## config.mk

```make
export PLATFORM = sky130hd
export DESIGN_NAME = alu2
export DESIGN_NICKNAME = d
export VERILOG_FILES = /design/src/rtl/alu2.sv
export SDC_FILE = /design/constraint.sdc
export NUM_CORES = 1
export LEC_CHECK = 0
export CORE_MARGIN = 10
export CORE_UTILIZATION = 61
export CTS_BUF_LIST = sky130_fd_sc_hd__clkbuf_4 sky130_fd_sc_hd__clkbuf_8
export DETAILED_ROUTE_END_ITERATION = 16
export HOLD_SLACK_MARGIN = 0.02
export PLACE_DENSITY = 0.87
export SLEW_MARGIN = 20
export SYNTH_ARGS = -nofsm -noshare
export SYNTH_HDL_FRONTEND = slang
export SYNTH_SLANG_ARGS = --single-unit
```

## constraint.sdc

```tcl
create_clock -name Clock -period 6.7 [get_ports Clock]
set_input_delay 2.01 -clock Clock [delete_from_list [all_inputs] [get_ports Clock]]
set_output_delay 2.01 -clock Clock [all_outputs]
set_load 0.005 [all_outputs]
```

## src/rtl/alu2.sv

```systemverilog
// Accumulator ALU: one signed accumulator updated from ACC and a muxed operand B.
// Supports add, load and a fixed-point multiply by a Q-format immediate.
module alu2 #(
  parameter int unsigned WIDTH     = 8,
  parameter int unsigned FRAC_BITS = 3
) (
  input  logic                    Clock,
  input  logic                    nReset,
  input  logic [2:0]              Func,
  input  logic                    WE,
  input  logic                    SelImm,
  input  logic                    SelSW,
  input  logic signed [WIDTH-1:0] Imm,
  input  logic signed [WIDTH-1:0] SW,
  input  logic signed [WIDTH-1:0] RegData,
  output logic signed [WIDTH-1:0] ACC
);

  localparam int unsigned PROD_W = 2 * WIDTH;

  localparam logic [2:0] OP_ADD  = 3'b000;
  localparam logic [2:0] OP_RTA  = 3'b001;
  localparam logic [2:0] OP_HEI  = 3'b010;
  localparam logic [2:0] OP_LSW  = 3'b011;
  localparam logic [2:0] OP_ADDI = 3'b100;
  localparam logic [2:0] OP_MULI = 3'b101;
  localparam logic [2:0] OP_ATR  = 3'b110;

  logic signed [WIDTH-1:0]  b_c;
  logic signed [WIDTH-1:0]  sum_c;
  logic signed [WIDTH-1:0]  mul_c;
  logic signed [WIDTH-1:0]  result_c;
  logic                     write_c;
  logic signed [PROD_W-1:0] acc_x_c;
  logic signed [PROD_W-1:0] b_x_c;
  logic signed [PROD_W-1:0] prod_c;

  // Operand B mux; the immediate select wins over the switch select.
  always_comb begin
    b_c = RegData;
    if (SelImm) begin
      b_c = Imm;
    end else if (SelSW) begin
      b_c = SW;
    end
  end

  assign sum_c = ACC + b_c;

  // Full-width signed product, then floor-shift out the fraction and wrap.
  assign acc_x_c = {{WIDTH{ACC[WIDTH-1]}}, ACC};
  assign b_x_c   = {{WIDTH{b_c[WIDTH-1]}}, b_c};
  assign prod_c  = acc_x_c * b_x_c;
  assign mul_c   = WIDTH'(prod_c >>> FRAC_BITS);

  always_comb begin
    result_c = ACC;
    write_c  = 1'b0;
    case (Func)
      OP_ADD, OP_ADDI: begin
        result_c = sum_c;
        write_c  = 1'b1;
      end
      OP_RTA, OP_LSW: begin
        result_c = b_c;
        write_c  = 1'b1;
      end
      OP_MULI: begin
        result_c = mul_c;
        write_c  = 1'b1;
      end
      OP_HEI, OP_ATR: begin
        result_c = ACC;
        write_c  = 1'b0;
      end
      default: begin
        result_c = ACC;
        write_c  = 1'b0;
      end
    endcase
  end

  // The accumulator is the only state in the block.
  always_ff @(posedge Clock or negedge nReset) begin
    if (!nReset) begin
      ACC <= '0;
    end else if (WE && write_c) begin
      ACC <= result_c;
    end
  end

endmodule

```

* After elaboration in Yosys (flattened, before gate mapping)
Index checks and enable logic that the tools add are counted.
** Operators by class
- Add/subtract/negate cells :: 1
- Multiply operators :: 1
- Equal/unequal tests :: 4
- Multiplexer cells :: 4
- Reductions and logical operators :: 7
** Operator list (count)
- $pmux W8 S3 :: 1
- $mux W8 :: 2
- $mul A8 B8 Y11 :: 1
- $add A8 B8 Y8 :: 1
- $eq A3 B3 Y1 const B :: 2
- $reduce_or A5 Y1 :: 1
- $reduce_or A2 Y1 :: 2
- $eq A3 B1 Y1 const B :: 1
- $eq A3 B2 Y1 const B :: 1
- $logic_not A3 Y1 :: 1
- $reduce_bool A3 Y1 :: 1
- $reduce_and A2 Y1 :: 1
- $logic_and A1 B1 Y1 :: 1
- $mux W1 :: 1
** Storage, ports and cells
- Flip-flop bits (word level) :: 8
- Bits of input ports :: 32
- Output and inout port bits :: 8

* Longest topological paths before layout
- Depth in word-level cells :: 5
- Gate-level depth with buffers :: 24
- Mapped depth without buffers :: 22

* Worst setup path after synthesis
Ideal clock, no wire load.
- Kind :: input-to-reg
- Start :: input SelImm
- End :: register ACC[7]
- Library setup time :: 0.122 ns
- Data arrival time :: 6.481 ns
- Required time :: 6.578 ns
- Setup slack :: 0.097 ns
- Cell stages on the path :: 21
- Buffers on the path :: 2
- Path through :: clkbuf_8 > clkbuf_1 > nor2_1 > a21oi_1 > nor2b_1 > fa_1 > inv_1 > fa_1 > inv_1 > fa_1 > inv_1 > fa_1 > inv_1 > ha_1 > o21a_1 > o31ai_1 > a21oi_1 > xnor3_1 > xnor3_1 > nand2_1 > a21oi_2
** On the way
- Longest elaborated chain between the ends :: 3
- Elaborated cells on any way between the ends :: 4
** Ends and longest elaborated chain
- start: declaration :: line 11 : input logic SelImm,
- $mux W8 (*) :: line 41 : if (SelImm) begin
- $mul A8 B8 Y11 or $add A8 B8 Y8 (tied branches) :: line 53, 48
- $pmux W8 S3 (*) :: line 59 : case (Func)
- end signal: assignment :: line 88 : ACC <= result_c;
- end: declaration :: line 16 : output logic signed [WIDTH-1:0] ACC
Every way passes the cells marked *; elsewhere a longest branch is shown, timed or not.
A chain may end at the register's enable or synchronous reset.

* Worst setup path after layout
- Start :: input RegData[4]
- End :: register ACC[7]
** On the way
- Longest elaborated chain between the ends :: 4
- Elaborated cells on any way between the ends :: 5
** Ends and longest elaborated chain
- start: declaration :: line 15 : input logic signed [WIDTH-1:0] RegData,
- $mux W8 (*) :: line 43 : end else if (SelSW) begin
- $mux W8 (*) :: line 41
- $mul A8 B8 Y11 or $add A8 B8 Y8 (tied branches) :: line 53, 48
- $pmux W8 S3 (*) :: line 59
Marked as above.

==> flow_summary_export.csv <==
group,metric,value,unit
run_status,status,"finished clean",
route,ant_nets,0,
setup_path,cp-end-kind,"flop",
route,drtPass1Iterations,7,
finish,drive_gt1_share,15.8,%
timing,fin_worst_skew,0.00158,ns
timing,whs,0.683,ns
yosys,synth-seq-cells,8,
clock_tree,clk_path_buf_depth,2,
setup_path,slowest_stage,"fa_1",
floorplanning,die_x,84.8,um
route,vias_per_cell,5.63,
timing,hold_viol,0,
setup_path,rr_worst_depth,16,
place,dp_hpwl,6030,um
finish,syn_to_final_growth,30.1,%
finish,final_common_cell,"inv_1",
clock_tree,cts_sinks,8,
global_route,grt_pass1_vias,2602,
clock_tree,clk_latency,0.23,ns
timing,report.final.slew_viol_count,0,
yosys,synth_edf_count,0,
flow_run,max-cap-violations,0,
finish,layout_common_cells,"inv_1 (62), clkdlybuf4s50_1 (37), fa_1 (32), buf_4 (31), nand2_1 (29)",
yosys,avgSynthCellArea,8.45,um2
timing,period_share,98.9,%
route,via_count,2386,
yosys,synthDistinctLibCells,43,
global_route,grt-ovfl-total,0,
timing,rsz0062_at_grt,"yes",
timing,fin_ws,0.0708,ns
timing,period_minus_slack,6.63,ns
yosys,ys.flop_type,"dfrtp_1",
finish,top_regs,"ACC (8)",
place,portBuffers,39,
place,place_ws,-0.532,ns
yosys,synth_seq_area_share,7.82,%
floorplanning,io_pins,40,
setup_path,critPathKind,"in2reg",
timing,tightestPinTransition,0.580,ns
setup_path,critPathLaunchType,"input pin",
finish,final_cells,424,
floorplanning,dieHeight,84.8,um
timing,fin_tns_setup,0,ns
finish,largest-register,"ACC",
global_route,grt_pass1_wl,11800,um
finish,n_antenna_cell,0,
floorplanning,rows,23,
route,wl_per_cell,17.1,um
setup_path,critPathMaxStageDelay,0.56,ns
global_route,grt_max_degree,14,
setup_path,cp.required,6.85,ns
yosys,yosysWarnings,0,
place,dp_cells,420,
timing,slew_headroom,60.9,%
clock_tree,cts_made_buffers,3,
setup_path,crit_fanout,4,
min_path,hold_path_depth,2,
floorplanning,die_area,0.00719,mm2
clock_tree,clk_pin_slew,0.04,ns
yosys,syn_nets,395,
clock_tree,root_buffer,"clkbuf_8",
clock_tree,cts_tree,"yes",
finish,largest_reg_flops,8,
finish,final_nets,468,
place,globalplace.congestion,0.939,
setup_path,crit_chain,"clkdlybuf4s50_1 > mux2_4 > mux2i_4 > inv_1 > ha_2 > fa_1 > fa_1 > fa_1 > inv_1 > fa_1 > inv_1 > ha_4 > o21a_1 > o31ai_4 > a21oi_2 > xnor3_1 > xnor3_1 > nand2_2 > a21oi_2",
finish,multi_input_area,0.00215,mm2
finish,fill_cells,232,
global_route,grt_usage,19.7,%
yosys,async_flop_share,100,%
yosys,synthCells,303,
setup_path,arrival,6.78,ns
route,drt-initial-drc-count,168,
timing,setup_viol,0,
floorplanning,design.core.area,0.00403,mm2
setup_path,cp_common_cell,"fa_1",
clock_tree,h-tree-depth,1,
global_route,antenna_found_initial,0,
yosys,synth_area,0.00256,mm2
route,wl,7240,um
timing,fmax,151,MHz
floorplanning,initial_core_util,63.5,%
route,drc,0,
finish,seqCellArea,200,um2
min_path,hold_path_class,"reg2reg",
worst paths after layout:
path | startpoint | slack [ns] | endpoint
worst max register to register | ACC[0] | 2.18 | ACC[7]
worst min register to register | ACC[5] | 0.68 | ACC[5]
max in group asynchronous | nReset | 4.38 | ACC[1]
worst min-delay path | ACC[5] | 0.68 | ACC[5]
worst max-delay path | RegData[4] | 0.07 | ACC[7]
min in group asynchronous | nReset | 2.06 | ACC[4]
kinds of logic (layout without fill, tap and decap cells):
family,count (synthesis),after routing,synth area share [%]
buffers and inverters,67,138,10.5
XOR/XNOR,22,22,8.60
multiplexers,11,11,5.67
adder cells (fa/ha/maj),60,60,38.7
flip-flops,8,8,7.82
AND/OR/NAND/NOR,91,91,18.1
AO/OA/AOI/OAI,44,44,10.6
cell type report:
class | count | share of cell area, %
repair buffers | 72 | 19.3
flip-flops and latches | 8 | 6.01
multi-input cells | 228 | 64.5
inverters | 63 | 7.10
well taps | 50 | 1.88
clock buffers | 3 | 1.24
critical path, delay by kind of cell:
kind / cells / cell delay, ns
compound gates: 4 / 0.57
xor+xnor: 2 / 0.46
simple gates: 1 / 0.06
mux: 2 / 0.49
buf+inv: 4 / 0.62
fa+ha+maj: 6 / 2.57
stage by stage:
step                instance area (um2)  utilization, %
global route                       3330            82.7
global placement                   3220            79.9
CTS                                3280            81.5
detailed placement                 3220            79.9
floorplan                          2560               -
finish                             3330            82.7
metal layers:
metal | track usage, % | up-vias | wire length (um) | part of all wire, %
li1 | - | 1099 | - | -
met1 | 21.4 | 1117 | 2700 | 37
met2 | 35.5 | 137 | 3600 | 50
met3 | 4.54 | 33 | 645 | 8.9
met4 | 8.38 | 0 | 287 | 4.0
met5 | 0 | - | 0 | 0
repair_timing:
action / 4_1_cts / 5_1_grt
endpoints found under the setup margin: 2 / 3
setup buffers: 1 / 0
resized for setup: 7 / 8
pin swaps: 6 / 6
hold buffers: 0 / 0
cell usage after synthesis, types with 2 or more instances:
library cell / number / area [um2]
mux2_4: 2 / 30.0
xnor2_1: 16 / 140
xnor3_1: 2 / 45.0
o21a_1: 3 / 22.5
dfrtp_1: 8 / 200
and2b_2: 4 / 35.0
o22ai_1: 2 / 12.5
nor2b_1: 7 / 43.8
inv_1: 63 / 236
o21ai_0: 11 / 55.1
a21o_1: 2 / 15.0
and2_1: 22 / 138
clkbuf_1: 2 / 7.51
xor2_1: 4 / 35.0
a221oi_1: 2 / 17.5
o21ai_1: 4 / 20.0
or2_2: 3 / 18.8
nand2_1: 30 / 113
a21oi_1: 10 / 50.1
ha_1: 28 / 350
fa_1: 32 / 641
nor2_1: 17 / 63.8
nand3_1: 2 / 10.0
mux2i_1: 7 / 70.1
mux2i_4: 2 / 45.0
Power is not shown: default switching activity piles up to over one toggle a cycle in this logic, so the estimate is an artifact.
